--- src/rtl/block_store_if.sv ---
// Lookup, kill and refill signals shared by the game logic, the renderer and
// the brick store. The store is the slave side; the master side drives addresses and commands.
interface block_store_if;
  logic [6:0] render_addr;
  logic       render_alive;
  logic [6:0] query_addr;
  logic       query_alive;
  logic       kill;
  logic [6:0] kill_addr;
  logic       kill_hit;
  logic       refill;
  logic       busy;
  logic [6:0] blocks_left;
  logic       all_cleared;

  modport master (
    output render_addr, query_addr, kill, kill_addr, refill,
    input  render_alive, query_alive, kill_hit, busy, blocks_left, all_cleared
  );

  modport slave (
    input  render_addr, query_addr, kill, kill_addr, refill,
    output render_alive, query_alive, kill_hit, busy, blocks_left, all_cleared
  );
endinterface

--- src/rtl/block_store.sv ---
// Alive/destroyed state of every brick, with two same-cycle lookup ports, a kill
// command, a refill sequencer that writes one brick per clock, and a live-brick count.
module block_store #(
  parameter int NUM_BLOCKS = 100
) (
  input  logic         clk,
  input  logic         rst,
  block_store_if.slave bus
);

  typedef enum logic {
    ST_IDLE = 1'b0,
    ST_FILL = 1'b1
  } state_t;

  localparam logic [7:0] NB   = 8'(NUM_BLOCKS);
  localparam logic [6:0] LAST = 7'(NUM_BLOCKS - 1);

  state_t     state, state_nx;
  logic [6:0] fill_cnt, fill_cnt_nx;
  logic [6:0] left, left_nx;
  logic       hit, hit_nx;
  logic       cleared, cleared_nx;
  logic       wr_en, wr_data;
  logic [6:0] wr_addr;
  logic       kill_live;

  logic alive_mem [NUM_BLOCKS];

  // Reads are gated to zero while filling so half-written contents never leak out.
  assign bus.render_alive = (state == ST_IDLE) && ({1'b0, bus.render_addr} < NB)
                            && alive_mem[bus.render_addr];
  assign bus.query_alive  = (state == ST_IDLE) && ({1'b0, bus.query_addr} < NB)
                            && alive_mem[bus.query_addr];
  assign kill_live        = ({1'b0, bus.kill_addr} < NB) && alive_mem[bus.kill_addr];

  always_comb begin
    // NOTE: every output of this block gets a default first, so no path can infer a latch.
    state_nx    = state;
    fill_cnt_nx = fill_cnt;
    left_nx     = left;
    hit_nx      = 1'b0;
    wr_en       = 1'b0;
    wr_addr     = fill_cnt;
    wr_data     = 1'b0;
    case (state)
      ST_FILL: begin
        if (bus.refill) begin
          fill_cnt_nx = '0;
          left_nx     = '0;
        end else begin
          wr_en       = 1'b1;
          wr_data     = 1'b1;
          fill_cnt_nx = fill_cnt + 7'd1;
          left_nx     = left + 7'd1;
          if (fill_cnt == LAST) state_nx = ST_IDLE;
        end
      end
      ST_IDLE: begin
        // Refill takes priority; a kill in the same cycle is dropped.
        if (bus.refill) begin
          state_nx    = ST_FILL;
          fill_cnt_nx = '0;
          left_nx     = '0;
        end else if (bus.kill && kill_live) begin
          wr_en   = 1'b1;
          wr_addr = bus.kill_addr;
          left_nx = left - 7'd1;
          hit_nx  = 1'b1;
        end
      end
    endcase
    cleared_nx = (state_nx == ST_IDLE) && (left_nx == 7'd0);
  end

  // NOTE: sequential state uses non-blocking assignments so every register samples pre-edge values.
  always_ff @(posedge clk or posedge rst) begin
    if (rst) begin
      state    <= ST_FILL;
      fill_cnt <= '0;
      left     <= '0;
      hit      <= 1'b0;
      cleared  <= 1'b0;
    end else begin
      state    <= state_nx;
      fill_cnt <= fill_cnt_nx;
      left     <= left_nx;
      hit      <= hit_nx;
      cleared  <= cleared_nx;
    end
  end

  // NOTE: the array has no reset; the fill sequence that follows every reset initialises it.
  always_ff @(posedge clk) begin
    if (wr_en) alive_mem[wr_addr] <= wr_data;
  end

  assign bus.busy        = (state == ST_FILL);
  assign bus.blocks_left = left;
  assign bus.kill_hit    = hit;
  assign bus.all_cleared = cleared;

endmodule

--- src/flat_wrapper.sv ---
// flat-port wrapper written by rule: the top's interface ports become plain ports
module block_store_flat 
#(
  parameter int NUM_BLOCKS = 100
)
  (clk, rst, bus_render_addr, bus_query_addr, bus_kill, bus_kill_addr, bus_refill, bus_render_alive, bus_query_alive, bus_kill_hit, bus_busy, bus_blocks_left, bus_all_cleared);
  block_store_if bus_i ();
  input  logic clk;
  input  logic rst;
  input wire logic [$bits(bus_i.render_addr)-1:0] bus_render_addr;
  input wire logic [$bits(bus_i.query_addr)-1:0] bus_query_addr;
  input wire logic [$bits(bus_i.kill)-1:0] bus_kill;
  input wire logic [$bits(bus_i.kill_addr)-1:0] bus_kill_addr;
  input wire logic [$bits(bus_i.refill)-1:0] bus_refill;
  output wire logic [$bits(bus_i.render_alive)-1:0] bus_render_alive;
  output wire logic [$bits(bus_i.query_alive)-1:0] bus_query_alive;
  output wire logic [$bits(bus_i.kill_hit)-1:0] bus_kill_hit;
  output wire logic [$bits(bus_i.busy)-1:0] bus_busy;
  output wire logic [$bits(bus_i.blocks_left)-1:0] bus_blocks_left;
  output wire logic [$bits(bus_i.all_cleared)-1:0] bus_all_cleared;
  assign bus_i.render_addr = bus_render_addr;
  assign bus_i.query_addr = bus_query_addr;
  assign bus_i.kill = bus_kill;
  assign bus_i.kill_addr = bus_kill_addr;
  assign bus_i.refill = bus_refill;
  assign bus_render_alive = bus_i.render_alive;
  assign bus_query_alive = bus_i.query_alive;
  assign bus_kill_hit = bus_i.kill_hit;
  assign bus_busy = bus_i.busy;
  assign bus_blocks_left = bus_i.blocks_left;
  assign bus_all_cleared = bus_i.all_cleared;
  block_store #(.NUM_BLOCKS(NUM_BLOCKS)) u_core (.clk(clk), .rst(rst), .bus(bus_i));
endmodule
--- config.mk ---
export PLATFORM = sky130hd
export DESIGN_NAME = block_store_flat
export DESIGN_NICKNAME = d
export VERILOG_FILES = /design/src/rtl/block_store_if.sv /design/src/rtl/block_store.sv /design/src/flat_wrapper.sv
export SDC_FILE = /design/constraint.sdc
export NUM_CORES = 1
export LEC_CHECK = 0
export BUFFER_PORTS_ARGS = -buffer_cell sky130_fd_sc_hd__buf_2
export CORE_MARGIN = 10
export CORE_UTILIZATION = 40
export DETAILED_ROUTE_END_ITERATION = 7
export PLACE_DENSITY_LB_ADDON = 0.08
export RECOVER_POWER = 100
export SYNTH_ARGS = -nofsm -noshare
export SYNTH_HDL_FRONTEND = slang
export SYNTH_SLANG_ARGS = --single-unit
--- constraint.sdc ---
create_clock -name clk -period 4.7 [get_ports clk]
set_input_delay 0.235 -clock clk [delete_from_list [all_inputs] [get_ports clk]]
set_output_delay 0.235 -clock clk [all_outputs]
set_load 0.005 [all_outputs]
* Word level (Yosys, flattened, before mapping)
Memory sizes are Yosys's and may differ from the RTL's. Cells that the tools add are included.
Storage, ports and cells: latch bits 0, memory bits (read-only) 0, memories 1, output and inout bits 12, bits in registers 17, logic and storage cells 46, memory bits (writable) 100, bits of input ports 25
Cells by class: reductions and logical operators 8, eq/ne operators 2, multiply operators 0, divide/modulo/power cells 0, muxes and demuxes 22, bitwise gates (word level) 2, add/sub/neg operators 3, shifts and indexed selects 0, magnitude comparators 3
Memory list:
- u_core.alive_mem | depth 100, bits a word 1, rd ports 3, clocked after memory_dff 0, write ports 1, RTL line block_store.sv:28 | logic alive_mem [NUM_BLOCKS];
Operators by type and width (number):
- $mux 7 | 8
- $pmux 7 s2 | 2
- $lt 7x7->1 const B | 3
- $add 7x1->7 const B | 2
- $mux 1 | 10
- $eq 7x7->1 const B | 1
- $logic_and 1x1->1 | 7
- $logic_not 7->1 | 1
- $sub 7x1->7 const B | 1
- $pmux 1 s2 | 2
- $ne 2x2->1 const B | 1
- $not 1->1 | 2

* Depth between registers and ports, before layout
Gate-level depths: netlist of run 1.
depth in word-level cells 8, depth in mapped cells 13, gate-level depth less buffers 10

* Worst setup path after synthesis of run 1
OpenSTA, ideal clock, no wires.
path type register to register, from register u_core.state, in the netlist u_core.bus.busy, to memory u_core.alive_mem[0] (data pin), setup slack 0.137 ns, stages on the path, launching flop included 5, arrival 3.872 ns, buffers on the path 3, library setup time 0.692 ns, data required time 4.008 ns, period minus slack after synthesis 4.563 ns, cell sequence dfstp_2 clkbuf_1 clkbuf_1 buf_1 nor2b_1
Between the ends: word-level cells in the longest chain between the ends 1
RTL lines:
- from (decl) | RTL line block_store.sv:19 | state_t state, state_nx;
- from (signal assigned) | RTL line block_store.sv:85 | state <= state_nx;
- $mux 1 | RTL line block_store.sv:46 | case (state)
- net u_core.wr_data | RTL line block_store.sv:24 | logic wr_en, wr_data;
- to (decl) | RTL line block_store.sv:28
The timed path passes the listed nets, and every way through them passes these cells.

* Worst setup path after layout of run 1
from input port bus_kill_addr[2], to memory u_core.alive_mem[73], enable pin
Between the ends: word-level cells in the longest chain between the ends 8, elaborated cells on any way between the ends 12, those cells by class order compare: 1; mux: 8; reduce/logical: 2; memory: 1
RTL lines:
- from (decl) | RTL line flat_wrapper.sv:13 | input wire logic [$bits(bus_i.kill_addr)-1:0] bus_kill_addr;
- $mem_v2 100x1 / $lt 7x7->1 (equally long branches)
- $logic_and 1x1->1 | RTL line block_store.sv:35 | assign kill_live = ({1'b0, bus.kill_addr} < NB) && alive_mem[bus.kill_addr];
- $logic_and 1x1->1 | RTL line block_store.sv:65 | end else if (bus.kill && kill_live) begin
- $mux 1 | RTL line block_store.sv:65
- $mux 1 | RTL line block_store.sv:61 | if (bus.refill) begin
- $pmux 1 s2 | RTL line block_store.sv:46
- $mux 1 | RTL line block_store.sv:95 | if (wr_en) alive_mem[wr_addr] <= wr_data;
- $mux 1 (implied by the code) | RTL line block_store.sv:95
Parallel ways exist; a longest one is shown, timed or not.

==> results of run 1 <==
==> worst max-delay path: stages <==
cell and delay, ns:
clkbuf_2 0.58, or3b_1 0.49, o221ai_1 0.23, a21oi_1 0.07
a211o_1 0.38, a311oi_4 0.61, clkbuf_1 0.37, mux2i_1 0.44
nand2_1 0.51, nor2_1 0.27
==> report_power, final <==
group          switching [mW]  total (mW)  internal (mW)
combinational           0.177       0.308          0.130
clock                   0.450        1.32          0.870
sequential             0.0151        1.15           1.14
total                   0.642        2.78           2.14
==> sequential cells by signal (all words and copies together), names as in the netlist <==
name / count
u_core.alive_mem: 100
u_core.bus.blocks_left: 7
u_core.fill_cnt: 7
u_core.bus.all_cleared: 1
u_core.bus.busy: 1
u_core.bus.kill_hit: 1
==> area by class of cell <==
| class | instances | area (um^2) | area share |
|---|---|---|---|
| Sequential cell | 117 | 3430 | 0.4061 |
| Timing Repair Buffer | 50 | 260.3 | 0.03082 |
| Tap cell | 234 | 292.8 | 0.03467 |
| Multi-Input combinational cell | 419 | 3844 | 0.4552 |
| Inverter | 7 | 26.28 | 0.003112 |
| Clock inverter | 12 | 162.7 | 0.01926 |
| Clock buffer | 18 | 429.2 | 0.05082 |
==> per-stage QoR <==
stage	worst slack (ns)	util	power [mW]
2_1_floorplan	0.1369	-	1.389
3_3_place_gp	0.4477	0.4229	1.483
4_1_cts	0.7947	0.4552	2.814
5_1_grt	0.3105	0.4530	2.877
3_5_place_dp	0.3693	0.4229	1.485
6_report	0.6179	0.4530	2.781
==> cells in the mapped netlist (all sizes together), types with 8 or more instances <==
library cell / n / area (um^2)
mux4: 84 / 1892
nor2b: 12 / 75.07
buf: 27 / 160.2
nor3: 19 / 95.09
a21oi: 15 / 75.07
nor2: 127 / 476.7
mux2i: 21 / 210.2
nand2b: 16 / 100.1
clkbuf: 20 / 75.07
dfrtp: 16 / 400.4
o21ai: 8 / 40.03
mux2: 12 / 135.1
nand2: 19 / 71.32
nor4: 8 / 50.05
nand3: 10 / 55.05
edfxtp: 100 / 3003
==> metal layers <==
| metal | GRT usage | up-vias |
|---|---|---|
| met3 | 0.05322 | 30 |
| met4 | 0.05833 | 0 |
| met2 | 0.2742 | 221 |
| met1 | 0.2475 | 2742 |
| li1 | - | 2356 |
| met5 | 0 | - |
==> what timing repair did <==
| item | 4_1_cts | 5_1_grt |
|---|---|---|
| hold buffers | 1 | 0 |
| hold endpoints to repair | 16 | 0 |
| gates resized for setup | 0 | 0 |
==> path summary, 6_finish.rpt <==
kind / startpoint / end / cells after the start
min in group asynchronous: rst / u_core.bus.blocks_left[1] / 3
max: bus_kill_addr[2] / u_core.alive_mem[73] / 10
min: bus_refill / u_core.fill_cnt[4] / 2
max reg2reg: u_core.alive_mem[47] / u_core.alive_mem[99] / 11
min reg2reg: u_core.bus.blocks_left[6] / u_core.bus.blocks_left[6] / 2
max in group asynchronous: rst / u_core.fill_cnt[0] / 3
==> cell families (layout without fill, tap and decap cells) <==
logic type | Yosys count | after routing | synth area share
AND/OR/NAND/NOR | 238 | 238 | 0.1485
XOR/XNOR | 6 | 6 | 0.006969
AO/OA/AOI/OAI | 55 | 55 | 0.05343
multiplexers | 117 | 117 | 0.2967
flip-flops | 117 | 117 | 0.4548
adder cells (fa/ha/maj) | 3 | 3 | 0.004978
buffers and inverters | 54 | 87 | 0.03468
==> results.yml, run 1 <==
run_status:
  outcome: "finished, violations left"
  violations: "max-capacitance violations, max-slew violations"
synthesis:
  yosysWarnings: 0
  synth-edff-count: 100
  synth_cell_types: 58
  syn_area_mm2: 0.007541
  synth_async_sr_flop_share: 0.1453
  syn_inst: 590
  ys_seq_area_frac: 0.4548
  syn_area_per_cell_um2: 12.78
  synthFlopType: "edfxtp_1"
  syn_nets: 618
  ys_ff_latch: 117
routing:
  wl_per_cell_um: 25.36
  drt_iter0_markers: 476
  top_layer_used: "met4"
  drc: 0
  drtPass1Iterations: 5
  ant_nets: 0
  viasPerCell: 6.242
  vias: 5349
  drt-met1-wl_um: 9493
  drt-total-wl_um: 21740
  wl_met2_um: 10060
  route.met3.wl_um: 1805
sta:
  max_clock_freq_mhz: 245.0
  grt_setup_unrepaired: "false"
  fin_crit_sh: 0.8685
  worst_pin_slew_ns: 1.774
  skew_ns: 0.01097
  whs_ns: 0.2729
  tns_ns: 0
  finalSetupViolations: 0
  min_period_ns: 4.082
  slew_violations: 101
  relSlewSlack: -0.1827
  finalHoldViolations: 0
worst_hold_path:
  hp-class: "in -> reg"
clocking:
  clockBufferDepth: 2
  cts_tree: "done"
  cts_buffers: 17
  htreeDepth: 4
  clk_latency_ns: 0.43
  numClockSinks: 117
  cts.clk_slew.worst_paths_ns: 0.06
  cts_setup_buffers: 0
  cts-root-buf: "clkbuf_16"
worst_setup_path:
  start_kind: "input pin"
  criticalPathCategory: "in -> reg"
  critical_path_required_ns: 4.83
  r2r_slack_ns: 0.62
  critPathMaxFanout: 27
  endpoint_kind: "register"
  cp.arrival_ns: 4.21
layout:
  syn_to_final_growth_pct: 11.98
  layout-drive-gt1-share: 0.2536
  fillCellCount: 1745
  nets: 640
  final_cells: 857
  final_area_mm2: 0.008444
  layout_commonest_cell: "nor2_1"
  layout_common_cells: "127 x nor2_1, 100 x edfxtp_1, 84 x mux4_2"
  diodes: 0
global_routing:
  grt_pass1_vias: 5358
  grt_start_max_net_pins: 101
  grt_pass1_wl_um: 33240
  antenna_found_initial: 0
  grt_usage: 0.1820
  grt-ovfl-total: 0
floorplan:
  initial_core_util: 0.4045
  dieArea_mm2: 0.02474
  die_y_um: 157.3
  coreArea_mm2: 0.01864
  rows: 50
  die_w_um: 157.3
  io_pins: 37
power_and_ir_drop:
  irDropWorstVdd_mv: 0.2742
  power_density_mw_per_mm2: 329.4
  p_leak_nw: 2.713
placement:
  placed_cells: 826
  place_area_mm2: 0.007884
  port-buffer-count: 36
  gp_congestion: 0.8181
  dp_hpwl_um: 14950
job:
  cap_violations: 1
Power figures use the tool's default switching activity.
==> run 2, diff against run 1 <==
ABC_AREA = 1   (was not set)
==> run 2 against run 1 <==
The run still ends with max-capacitance violations, max-slew violations left; global-route usage rose by 3.4 points; wire length rose by 30%; final area rose by 4.4%; core utilization barely moved; largest cell class unchanged; largest power group unchanged.
==> results.yml, run 2 <==
layout:
  layout_common_cells: "196 x nand2_1, 179 x nor2_1, 125 x o21ai_0"
  diodes: 0
  largest-register: "u_core.alive_mem"
  syn_to_final_growth_pct: 11.31
  largest_reg_flops: 100
  nets: 1098
  layout-drive-gt1-share: 0.1006
  layout_commonest_cell: "nand2_1"
synthesis:
  syn_inst: 1060
  netlist_top_cells_count: "188 x nand2_1, 178 x nor2_1, 124 x o21ai_0"
  yosysWarnings: 0
  syn_area_per_cell_um2: 7.474
  synth_cell_types: 41
  synth_async_sr_flop_share: 0.1453
  synth-edff-count: 100
  ys_ff_latch: 117
  synthFlopType: "edfxtp_1"
  ys_seq_area_frac: 0.4329
  yosys.area.top_type: "edfxtp_1"
  syn_nets: 1088
  synth_most_common_cell: "nand2_1"
  syn_area_mm2: 0.007923
  netlist.area_leader.share: 0.3790
  synth_area_leaders: "edfxtp_1 38%, nand2_1 8.9%, nor2_1 8.4%, o21ai_0 7.8%, nand3_1 6.1%"
global_routing:
  grt-ovfl-total: 0
  grt_pass1_vias: 7319
  antenna_found_initial: 0
  grt_usage: 0.2164
  grt_pass1_wl_um: 43580
  grt_start_max_net_pins: 108
worst_setup_path:
  cp.arrival_ns: 4.04
  critical_path_required_ns: 4.83
  start_kind: "input pin"
  max_stage_delay_ns: 0.68
  r2r_slack_ns: 1.49
  r2r-start: "u_core.alive_mem[31]"
  critical-path-slowest-cell: "inv_1"
  endpoint_kind: "register"
  r2r_cells: 16
  critPathMaxFanout: 28
  crit_chain: "buf_2, inv_1, nor2_1, o21ai_1, nand3_1, nand3_1, nand2_1, nand3_1, nand2_1, inv_1, nand2_4, nand3_4, nand2_1, o21ai_0, nor2_1, nand2_2, nor2_1"
  criticalPathCategory: "in -> reg"
  timing.rr.end: "u_core.alive_mem[21]"
sta:
  fin_crit_sh: 0.8316
  whs_ns: 0.07135
  grt_setup_unrepaired: "false"
  relSlewSlack: -0.3938
  worst_pin_slew_ns: 2.091
  max_clock_freq_mhz: 255.9
  slew_violations: 108
  min_period_ns: 3.908
  skew_ns: 0.007355
  finalSetupViolations: 0
  finalHoldViolations: 0
  tns_ns: 0
floorplan:
  coreArea_mm2: 0.01946
  initial_core_util: 0.4071
  io_pins: 37
  rows: 51
  die_w_um: 160.7
  die_y_um: 160.7
  dieArea_mm2: 0.02584
power_and_ir_drop:
  power_density_mw_per_mm2: 328.1
  p_leak_nw: 3.433
  totalPowerFinal_mw: 2.894
  irDropWorstVdd_mv: 0.2640
clocking:
  cts-root-buf: "clkbuf_16"
  numClockSinks: 117
  cts_tree: "done"
  cts_buffers: 17
  cts_setup_buffers: 0
  cts.clk_slew.worst_paths_ns: 0.06
  htreeDepth: 4
  clockBufferDepth: 2
  clk_latency_ns: 0.43
worst_hold_path:
  hp-class: "in -> reg"
  hold_depth: 2
  hold_start: "bus_refill"
  hold_end: "u_core.fill_cnt[4]"
placement:
  dp_hpwl_um: 18450
  port-buffer-count: 36
  gp_congestion: 0.8988
routing:
  drc: 0
  drt_iter0_markers: 882
  wl_per_cell_um: 21.01
  drtPass1Iterations: 8
  viasPerCell: 5.717
  vias: 7707
  ant_nets: 0
  drt-total-wl_um: 28320
run_status:
  violations: "max-capacitance violations, max-slew violations"
  outcome: "finished, violations left"
job:
  cap_violations: 1
-- run 2: logic make-up after synthesis --
family,after synthesis,synth area share
XOR/XNOR,5,0.005527
AND/OR/NAND/NOR,509,0.2767
AO/OA/AOI/OAI,266,0.1924
flip-flops,117,0.4329
buffers and inverters,160,0.08781
adder cells (fa/ha/maj),3,0.004738
-- run 2: worst max path at each step --
stage / from / to
floorplan: u_core.bus.busy / u_core.alive_mem[64]
global placement: bus_kill_addr[1] / u_core.alive_mem[29]
detailed placement: bus_kill_addr[1] / u_core.alive_mem[21]
CTS: bus_kill_addr[1] / u_core.alive_mem[21]
global route: bus_kill_addr[1] / u_core.alive_mem[90]
finish: bus_kill_addr[1] / u_core.alive_mem[21]
-- run 2: layer usage --
metal,global-route usage,up-vias,wire length [um]
li1,-,3630,-
met1,0.2973,3676,12220
met5,0,-,0
met2,0.3445,362,13280
met3,0.03042,39,2255
met4,0.06782,0,555
-- run 2: cell type report --
type | count | area, um^2
clock inverter | 14 | 185.2
timing repair buffer | 53 | 299.0
multi-input combinational | 783 | 3776
fill | 2024 | 10640
sequential | 117 | 3430
inverter | 98 | 367.9
tap | 265 | 331.6
clock buffer | 18 | 429.2
-- run 2: metrics by stage --
stage	cell area, um^2	utilization	worst slack [ns]	std cells
global route	8818	0.4531	0.4816	1348
global placement	8234	0.4231	0.8921	1315
detailed placement	8234	0.4231	0.8642	1315
finish	8818	0.4531	0.7916	1348
CTS	8859	0.4552	1.307	1348
floorplan	7923	-	0.1773	1060
-- run 2: timing repair --
item                                   CTS  global route
endpoints found under the hold margin   16             0
gates resized for setup                  0             0
hold buffers                             1             0
-- run 2: worst max-delay path, delay by kind of cell --
family          cells  cell delay [ns]
compound gates      2             0.27
buf+inv             3             1.30
simple gates       12             2.20
-- run 2: power breakdown --
group,internal (mW),switching (mW),total (mW),leakage (nW)
Clock,0.882,0.508,1.39,0.297
Combinational,0.0980,0.263,0.361,2.01
Sequential,1.14,0.00597,1.14,1.13
Total,2.12,0.777,2.89,3.43
